$ cat src/rtl/sw_output_arb.sv
// sw_output_arb: per-output-port round-robin switch allocator that owns the downstream per-VC credit counters.
// Optional packet locking with SW_PKT_LOCK_EN.                                           Rev 1.0
`default_nettype none

module sw_output_arb #(
   parameter  int NUM_IN    = 4,
   parameter  int NUM_VCS   = 2,
   parameter  int BUF_DEPTH = 4,
   localparam int REQ_N     = NUM_IN * NUM_VCS
) (
   input  logic                                 clk,
   input  logic                                 arst_n,
   input  logic [REQ_N-1:0]                     req_i,
   input  logic [REQ_N*$clog2(NUM_VCS)-1:0]     req_ovc_i,
   input  logic [REQ_N-1:0]                     req_tail_i,
   input  logic [NUM_VCS-1:0]                   credit_in_i,
   output logic [REQ_N-1:0]                     grant_o,
   output logic                                 grant_valid_o,
   output logic [$clog2(NUM_VCS)-1:0]           grant_ovc_o,
   output logic [$clog2(NUM_IN)-1:0]            xbar_sel_o,
   output logic [NUM_VCS-1:0]                   credit_avail_o
);

   localparam int VCW     = $clog2(NUM_VCS);
   localparam int SELW    = $clog2(NUM_IN);
   localparam int PTRW    = $clog2(REQ_N);
   localparam int CNTW    = $clog2(BUF_DEPTH + 1);
   localparam int NVC_PAD = 1 << VCW;

   localparam logic [CNTW-1:0] CNT_MAX   = CNTW'(BUF_DEPTH);
   localparam logic [PTRW:0]   REQ_N_EXT = (PTRW+1)'(REQ_N);
   localparam logic [PTRW-1:0] LAST_R    = PTRW'(REQ_N - 1);

   logic [NUM_VCS-1:0][CNTW-1:0] cnt_q, cnt_d;
   logic [PTRW-1:0]              ptr_q, ptr_d;
   logic [REQ_N-1:0]             grant_q, grant_d;
   logic                         gvalid_q;
   logic [VCW-1:0]               govc_q, govc_d;
   logic [SELW-1:0]              xsel_q, xsel_d;

   logic [NVC_PAD-1:0]           w_cnt_nz;
   logic [REQ_N-1:0]             w_elig;
   logic                         w_win_valid;
   logic [PTRW-1:0]              w_winner;
   logic [PTRW:0]                w_scan;
   logic [VCW-1:0]               w_win_ovc;
   logic [SELW-1:0]              w_win_sel;
   logic [NUM_VCS-1:0]           w_dec;
   logic                         w_ptr_adv;

`ifdef SW_PKT_LOCK_EN
   typedef enum logic [0:0] {
      ST_IDLE   = 1'b0,
      ST_LOCKED = 1'b1
   } state_t;

   state_t          state_q, state_d;
   logic [PTRW-1:0] lock_q, lock_d;
   logic            w_win_tail;

   assign w_win_tail = req_tail_i[w_winner];
`else
   logic unused_tail;

   assign unused_tail = ^req_tail_i;
`endif

   // Pad the non-zero vector to a power of two so any req_ovc encoding indexes safely.
   generate
      for (genvar v = 0; v < NVC_PAD; v++) begin : g_cnt_nz
         if (v < NUM_VCS) begin : g_real
            assign w_cnt_nz[v] = |cnt_q[v];
         end else begin : g_pad
            assign w_cnt_nz[v] = 1'b0;
         end
      end
   endgenerate

   assign credit_avail_o = w_cnt_nz[NUM_VCS-1:0];

   always_comb begin
      w_elig = '0;
      for (int r = 0; r < REQ_N; r++) begin
         w_elig[r] = req_i[r] & w_cnt_nz[req_ovc_i[r*VCW +: VCW]];
      end
`ifdef SW_PKT_LOCK_EN
      if (state_q == ST_LOCKED) begin
         w_elig = w_elig & (REQ_N'(1) << lock_q);
      end
`endif
   end

   // Circular priority chain starting at ptr_q.
   always_comb begin
      w_win_valid = 1'b0;
      w_winner    = '0;
      w_scan      = '0;
      for (int i = 0; i < REQ_N; i++) begin
         w_scan = {1'b0, ptr_q} + (PTRW+1)'(i);
         if (w_scan >= REQ_N_EXT) begin
            w_scan = w_scan - REQ_N_EXT;
         end
         if (!w_win_valid && w_elig[w_scan[PTRW-1:0]]) begin
            w_win_valid = 1'b1;
            w_winner    = w_scan[PTRW-1:0];
         end
      end
   end

   always_comb begin
      w_win_ovc = '0;
      w_win_sel = '0;
      for (int r = 0; r < REQ_N; r++) begin
         if (w_winner == PTRW'(r)) begin
            w_win_ovc = req_ovc_i[r*VCW +: VCW];
            w_win_sel = SELW'(r / NUM_VCS);
         end
      end
   end

   always_comb begin
      w_dec = '0;
      for (int v = 0; v < NUM_VCS; v++) begin
         w_dec[v] = w_win_valid && (w_win_ovc == VCW'(v));
      end
   end

   // A simultaneous decrement and credit return cancel; returns into a full counter saturate.
   always_comb begin
      cnt_d = cnt_q;
      for (int v = 0; v < NUM_VCS; v++) begin
         if (w_dec[v] && !credit_in_i[v]) begin
            cnt_d[v] = cnt_q[v] - CNTW'(1);
         end else if (!w_dec[v] && credit_in_i[v] && (cnt_q[v] != CNT_MAX)) begin
            cnt_d[v] = cnt_q[v] + CNTW'(1);
         end
      end
   end

`ifdef SW_PKT_LOCK_EN
   assign w_ptr_adv = w_win_valid & w_win_tail;
`else
   assign w_ptr_adv = w_win_valid;
`endif

   always_comb begin
      ptr_d = ptr_q;
      if (w_ptr_adv) begin
         ptr_d = (w_winner == LAST_R) ? '0 : w_winner + PTRW'(1);
      end
   end

   always_comb begin
      grant_d = '0;
      if (w_win_valid) begin
         grant_d[w_winner] = 1'b1;
      end
      govc_d = w_win_valid ? w_win_ovc : '0;
      xsel_d = w_win_valid ? w_win_sel : '0;
   end

   always_ff @(posedge clk or negedge arst_n) begin
      if (!arst_n) begin
         cnt_q    <= {NUM_VCS{CNT_MAX}};
         ptr_q    <= '0;
         grant_q  <= '0;
         gvalid_q <= 1'b0;
         govc_q   <= '0;
         xsel_q   <= '0;
      end else begin
         cnt_q    <= cnt_d;
         ptr_q    <= ptr_d;
         grant_q  <= grant_d;
         gvalid_q <= w_win_valid;
         govc_q   <= govc_d;
         xsel_q   <= xsel_d;
      end
   end

`ifdef SW_PKT_LOCK_EN
   always_ff @(posedge clk or negedge arst_n) begin
      if (!arst_n) begin
         state_q <= ST_IDLE;
         lock_q  <= '0;
      end else begin
         state_q <= state_d;
         lock_q  <= lock_d;
      end
   end

   // A non-tail grant opens a packet; the same requester keeps the port until its tail.
   always_comb begin
      state_d = state_q;
      lock_d  = lock_q;
      case (state_q)
         ST_IDLE: begin
            if (w_win_valid && !w_win_tail) begin
               state_d = ST_LOCKED;
               lock_d  = w_winner;
            end
         end
         ST_LOCKED: begin
            if (w_win_valid && w_win_tail) begin
               state_d = ST_IDLE;
            end
         end
         default: state_d = ST_IDLE;
      endcase
   end
`endif

   assign grant_o       = grant_q;
   assign grant_valid_o = gvalid_q;
   assign grant_ovc_o   = govc_q;
   assign xbar_sel_o    = xsel_q;

`ifndef SYNTHESIS
   always @(posedge clk) begin
      if (arst_n) begin
         assert ($onehot0(grant_q)) else $error("grant is not one-hot");
         if (w_win_valid) begin
            assert (w_cnt_nz[w_win_ovc]) else $error("grant issued to VC with zero credits");
         end
         for (int v = 0; v < NUM_VCS; v++) begin
            if (credit_in_i[v] && !w_dec[v] && (cnt_q[v] == CNT_MAX)) begin
               $error("CREDIT OVERFLOW");
            end
         end
      end
   end
`endif

endmodule

`default_nettype wire

$ cat config.mk
export PLATFORM = sky130hd
export DESIGN_NAME = sw_output_arb
export DESIGN_NICKNAME = d
export VERILOG_FILES = /design/src/rtl/sw_output_arb.sv
export SDC_FILE = /design/constraint.sdc
export NUM_CORES = 1
export LEC_CHECK = 0
export CAP_MARGIN = 20
export CORE_AREA = 2 2 92 94
export CTS_CLUSTER_DIAMETER = 120
export CTS_CLUSTER_SIZE = 24
export DETAILED_ROUTE_END_ITERATION = 16
export DIE_AREA = 0 0 94 96
export PLACE_DENSITY = 0.57
export SYNTH_ARGS = -nofsm -noshare
export SYNTH_HDL_FRONTEND = slang
export SYNTH_SLANG_ARGS = --single-unit
$ cat constraint.sdc
create_clock -name clk -period 6.9 [get_ports clk]
set_clock_uncertainty 0.05 [all_clocks]
set_input_delay 1.38 -clock clk [delete_from_list [all_inputs] [get_ports clk]]
set_output_delay 1.38 -clock clk [all_outputs]
set_load 0.02 [all_outputs]
Yosys cells after proc, flatten, opt, wreduce, memory -nomap -nowiden
Index checks and enable logic that the tools add are counted.
{"block": "word_totals", "regBits": 21, "inputBits": 28}
{"block": "classes", "addsub": 20, "magnitude_cmp": 26, "eq_ne": 9, "n_mux": 80, "bitwise_logic": 9, "n_reduce_logical": 32}
{"cell": "3-bit two-way mux", "n": 21}
{"cell": "1-bit two-way mux", "n": 43}
{"cell": "3-bit by 4-bit less-than comparator with 1-bit output, second input constant", "n": 9}
{"cell": "3-bit by 1-bit subtractor with 3-bit output, second input constant", "n": 10}
{"cell": "4-bit >= comparator, second input constant", "n": 7}
{"cell": "1-bit binary-select mux with 3-bit select", "n": 8}
{"cell": "3-bit by 3-bit adder with 4-bit output, second input constant", "n": 4}
{"cell": "1-bit logical AND", "n": 16}
{"cell": "1-bit by 2-bit less-than comparator with 1-bit output, second input constant", "n": 8}
{"cell": "3-bit equality test, second input constant", "n": 4}
{"cell": "2-bit two-way mux", "n": 6}
{"cell": "1-bit zero test", "n": 11}
{"cell": "3-bit by 1-bit adder with 3-bit output, second input constant", "n": 3}
{"cell": "3-bit by 2-bit adder with 4-bit output, second input constant", "n": 2}
{"cell": "1-bit bitwise AND", "n": 8}
{"cell": "8-bit two-way mux", "n": 1}
{"cell": "3-bit by 2-bit equality test with 1-bit output, second input constant", "n": 2}
{"cell": "3-bit != test, second input constant", "n": 2}
{"cell": "3-bit OR reduction", "n": 2}
{"cell": "3-bit by 1-bit adder with 4-bit output, second input constant", "n": 1}
{"cell": "3-bit by 4-bit >= comparator with 1-bit output, second input constant", "n": 1}
{"cell": "2-bit nonzero test", "n": 2}
{"cell": "1-bit demux with 3-bit select", "n": 1}
{"cell": "3-bit by 1-bit equality test with 1-bit output, second input constant", "n": 1}
{"cell": "3 further kinds", "n": 3}

Longest topological paths before layout
{"block": "logic_depth", "depth_word": 44, "mapped_depth": 27}

Worst setup path after synthesis
Ideal clock, no wire load.
{"block": "synth_timing", "path_kind": "input -> register", "startpoint": "in req_ovc_i[2]", "endpoint": "reg cnt_q[5] in the netlist's numbering", "setup_time_ns": 0.067, "arrival_ns": 5.592, "path_slack_ns": 1.191, "stages": 22, "path_cell_list": "nor4_1 -> a21oi_1 -> a311o_1 -> mux4_2 -> nor2b_4 -> nand4_1 -> o221ai_1 -> and2_1 -> buf_2 -> inv_2 -> ha_1 -> nor2b_1 -> nor4b_1 -> mux2i_1 -> mux2i_2 -> o211a_1 -> buf_2 -> nand2_1 -> fa_1 -> and3_1 -> o21a_1 -> nor2_1"}
{"block": "synth_between", "elab_chain_len": 41, "word_cells_on_any_way": 72}
{"element": "start, declared", "line_no": "14", "text": "input logic [REQ_N*$clog2(NUM_VCS)-1:0] req_ovc_i,"}
{"element": "1-bit two-way mux (not written as such) (2 in series)", "line_no": "84", "text": "w_elig[r] = req_i[r] & w_cnt_nz[req_ovc_i[r*VCW +: VCW]];"}
{"element": "1-bit bitwise AND", "line_no": "84"}
{"element": "1-bit binary-select mux with 3-bit select", "line_no": "103", "text": "if (!w_win_valid && w_elig[w_scan[PTRW-1:0]]) begin"}
{"element": "1-bit two-way mux (not written as such)", "line_no": "103"}
{"element": "1-bit two-way mux", "line_no": "103"}
{"element": "1-bit zero test", "line_no": "103"}
{"element": "1-bit logical AND", "line_no": "103"}
{"element": "1-bit two-way mux", "line_no": "103"}
{"element": "[... 16 more ...]"}
{"element": "1-bit logical AND", "line_no": "103"}
{"element": "3-bit two-way mux", "line_no": "103"}
{"element": "3-bit zero test", "line_no": "114", "text": "if (w_winner == PTRW'(r)) begin"}
{"element": "1-bit two-way mux (8 in series)", "line_no": "114"}
{"element": "1-bit logical AND *", "line_no": "124", "text": "w_dec[v] = w_win_valid && (w_win_ovc == VCW'(v));"}
{"element": "1-bit zero test", "line_no": "134", "text": "end else if (!w_dec[v] && credit_in_i[v] && (cnt_q[v] != CNT_MAX)) begin"}
{"element": "1-bit logical AND (2 in series)", "line_no": "134"}
{"element": "2-bit nonzero test (no source line)"}
{"element": "end signal, assigned", "line_no": "164", "text": "cnt_q <= {NUM_VCS{CNT_MAX}};"}
{"element": "end signal, assigned", "line_no": "171", "text": "cnt_q <= cnt_d;"}
{"element": "end, declared", "line_no": "34", "text": "logic [NUM_VCS-1:0][CNTW-1:0] cnt_q, cnt_d;"}
Every way passes the cells marked *; elsewhere a longest branch is shown, timed or not. The select of a mux whose other input is x is not followed.
A chain may end at the register's enable or synchronous reset.

Final worst setup path
{"block": "layout_timing", "startpoint": "in req_ovc_i[0]", "endpoint": "reg cnt_q[2] in the netlist's numbering"}
{"block": "layout_between", "elab_chain_len": 42, "word_cells_on_any_way": 73}
{"element": "1-bit two-way mux (not written as such) (2 in series)", "line_no": "84"}
{"element": "1-bit bitwise AND", "line_no": "84"}
{"element": "1-bit binary-select mux with 3-bit select", "line_no": "103"}
{"element": "1-bit two-way mux (not written as such)", "line_no": "103"}
{"element": "1-bit two-way mux", "line_no": "103"}
{"element": "1-bit zero test", "line_no": "103"}
{"element": "1-bit logical AND", "line_no": "103"}
{"element": "1-bit two-way mux", "line_no": "103"}
{"element": "[... 17 more ...]"}
{"element": "3-bit two-way mux", "line_no": "103"}
{"element": "3-bit zero test", "line_no": "114"}
{"element": "1-bit two-way mux (8 in series)", "line_no": "114"}
{"element": "1-bit inverter", "line_no": "124"}
{"element": "1-bit logical AND *", "line_no": "124"}
{"element": "1-bit zero test", "line_no": "134"}
{"element": "1-bit logical AND (2 in series)", "line_no": "134"}
{"element": "2-bit nonzero test (no source line)"}
Marks and branches as above.

==> impl_metrics.ini <==
[logic_synthesis]
syn-num-nets = 340
yosysWarnings = 0
yosysTopAreaCell = dfrtp_1
synthArstFlopShare = 1.000
synth_compound_area_frac = 0.3141
synth_top_family_by_area = compound AO/OA/AOI/OAI gates
synth-edff-count = 0
synthMuxAreaShare = 0.07715
synth_simple_gate_area_frac = 0.2628
synthesis.area_um2 = 2514
synth-main-ff-cell = dfrtp_1
synth.distinct_cells = 75
synthAdderAreaFrac = 0.04579
synth_top_area_frac = 0.1891
synthXorXnorAreaFrac = 0.02091
netlist_top_cells_area = dfrtp_1 19%, nand2_1 4.3%, a21oi_1 3.8%
synth_cells = 304
ys_seq_area_frac = 0.2101
ys_ff_latch = 21
synth_area_per_cell_um2 = 8.269

[floorplan]
rows = 33
die_x_um = 94
dieArea_um2 = 9024
start_util = 0.3122
fp.dieH_um = 96
io_pins = 42
core_um2 = 8051

[cts]
clock-sinks = 21
clock_latency_ns = 0.26
cts_tree = done
h-tree-depth = 1
clkTransAtPathRegs_ns = 0.08
numCtsBuffers = 3
cts_buffer_depth = 2
root_buffer = clkbuf_8

[routing]
vias = 2455
routed_via_density = 5.580
routed_wirelength_um = 6996
ant_nets = 0
wl_per_cell_um = 15.90
first_pass_iters = 5
drt_iter0_markers = 218
drc = 0

[grt]
grt_pass1_wl_um = 11750
grt_pass1_vias = 2383
grt_max_degree = 29
grt_usage = 0.1622
overflow = 0
antenna_found_initial = 0

[critical_path]
crit_start = req_ovc_i[0]
r2r-end = cnt_q[2]
end_kind = register
cp.arrival_ns = 6.61
ff2ff_path_depth = 20
endpoint = cnt_q[2]
timing.rr.start = ptr_q[1]
critPathKind = input port to register
r2r_slack_ns = 1.17
required_ns = 7.03
cp_max_fo = 7
startpoint_type = input port

[placed_design]
port_buffers = 33
post-dp-hpwl_um = 5559
place_congestion = 0.8888

[cells_and_area]
multiInputGateArea_um2 = 1823
ff_latch_area_um2 = 528.0
drive_gt1_frac = 0.1433
fillers = 815
antenna_cells = 0
nNetsFinal = 372
area_delta_synth_final_pct = 20.61
final_cell_mix = 33 x clkdlybuf4s50_1, 29 x nand2_1, 24 x nor2_1, 19 x a21oi_1, 19 x dfrtp_1
final_common_cell = clkdlybuf4s50_1

[min_path]
hold_depth = 2
hp-class = register to register

[timing]
rsz0062_at_grt = false
hold_viol_final = 0
max_freq_mhz = 154.3
slew_headroom = 0.5297
finalSetupViolations = 0
layout_min_cycle_time_ns = 6.479
setup-tns-final_ns = 0
maxSlewViolCount = 0
worst_slew_pin_slew_ns = 0.7016
finalCritPeriodShare = 0.9390

[outcome]
status = completed

[job]
maxCapViolations = 0
## cell families after synthesis
| family | count (synthesis) |
|---|---|
| compound gates | 98 |
| xor+xnor | 6 |
| fa+ha+maj | 8 |
| buf+inv | 38 |
| flops | 21 |
| mux | 14 |
| simple gates | 119 |
## cell usage after synthesis, types with 4 or more instances
cell type  count
nand2b_1       4
nand3b_1       6
mux2i_1        9
a211oi_1       7
nor3_1        15
ha_1           6
a21oi_1       19
buf_2          7
xor2_1         4
inv_1         17
nand2_1       29
o22ai_1        9
dfrtp_1       19
or3_1          5
nor2_1        24
mux4_2         4
o21ai_0        8
clkbuf_1       7
a21o_1         6
## layer usage
layer  wire length (um)  up-vias  share of wire  track usage
li1                   -     1210              -            -
met1               3111     1186           0.44       0.2159
met2               3479       55           0.50       0.2863
met3                362        4          0.052      0.02193
met4                 42        0         0.0060      0.02536
met5                  0        -              0            0
## flip-flops by register name, summed over array words and instances (netlist names)
| register | cells |
|---|---|
| grant_o | 8 |
| cnt_q | 6 |
| ptr_q | 3 |
| xbar_sel_o | 2 |
| grant_ovc_o | 1 |
| grant_valid_o | 1 |
## per-stage QoR
| stage | area [um^2] | setup slack (ns) | std cells | utilization | hold WS [ns] |
|---|---|---|---|---|---|
| finish | 3032 | 0.4210 | 440 | 0.3765 | 0.6329 |
| global route | 3032 | 0.01065 | 440 | 0.3765 | 0.6838 |
| CTS | 3005 | 0.4403 | 439 | 0.3733 | 0.6354 |
| floorplan | 2514 | 1.191 | 304 | - | 0.5851 |
| detailed placement | 2959 | 0.1911 | 435 | 0.3675 | 0.6210 |
| global placement | 2959 | 0.2595 | 435 | 0.3675 | 0.6120 |
## how the worst min path moves through the flow
stage / from / end / slack [ns]
2_1_floorplan: cnt_q[5] / cnt_q[5] / 0.59
3_3_place_gp: cnt_q[2] / cnt_q[2] / 0.61
3_5_place_dp: cnt_q[2] / cnt_q[2] / 0.62
4_1_cts: cnt_q[2] / cnt_q[2] / 0.64
5_1_grt: cnt_q[2] / cnt_q[2] / 0.68
6_report: cnt_q[2] / cnt_q[2] / 0.63
## cell type report
type                       instances  share of cell area
tap                              105             0.04333
timing repair buffer              45              0.1411
sequential                        21              0.1742
clock buffer                       3             0.01362
inverter                          20             0.02476
multi-input combinational        245              0.6013
clock inverter                     1            0.001651
## critical path, stage by stage
cell and delay [ns]:
clkdlybuf4s50_1 0.55, nor4_2 0.28, a2111oi_2 0.12, or3_1 0.46, mux4_2 0.56, nor2b_4 0.19
nand4_1 0.15, o221ai_1 0.30, and2_1 0.34, nor2b_1 0.31, ha_1 0.26, o21a_1 0.14
mux2i_1 0.07, or3_1 0.32, o22ai_2 0.17, nand2_1 0.10, fa_1 0.42, nor2_1 0.13
or2_2 0.13, a21oi_1 0.07, a211oi_2 0.16
## timing repair
action / CTS / global route
setup buffers: 0 / 0
setup endpoints to repair: 0 / 2
resized for setup: 0 / 1
hold buffers: 0 / 0
Power is left out: the tool's default activity adds up to more than one toggle a clock period on the data nets, which glitch-free logic cannot reach.
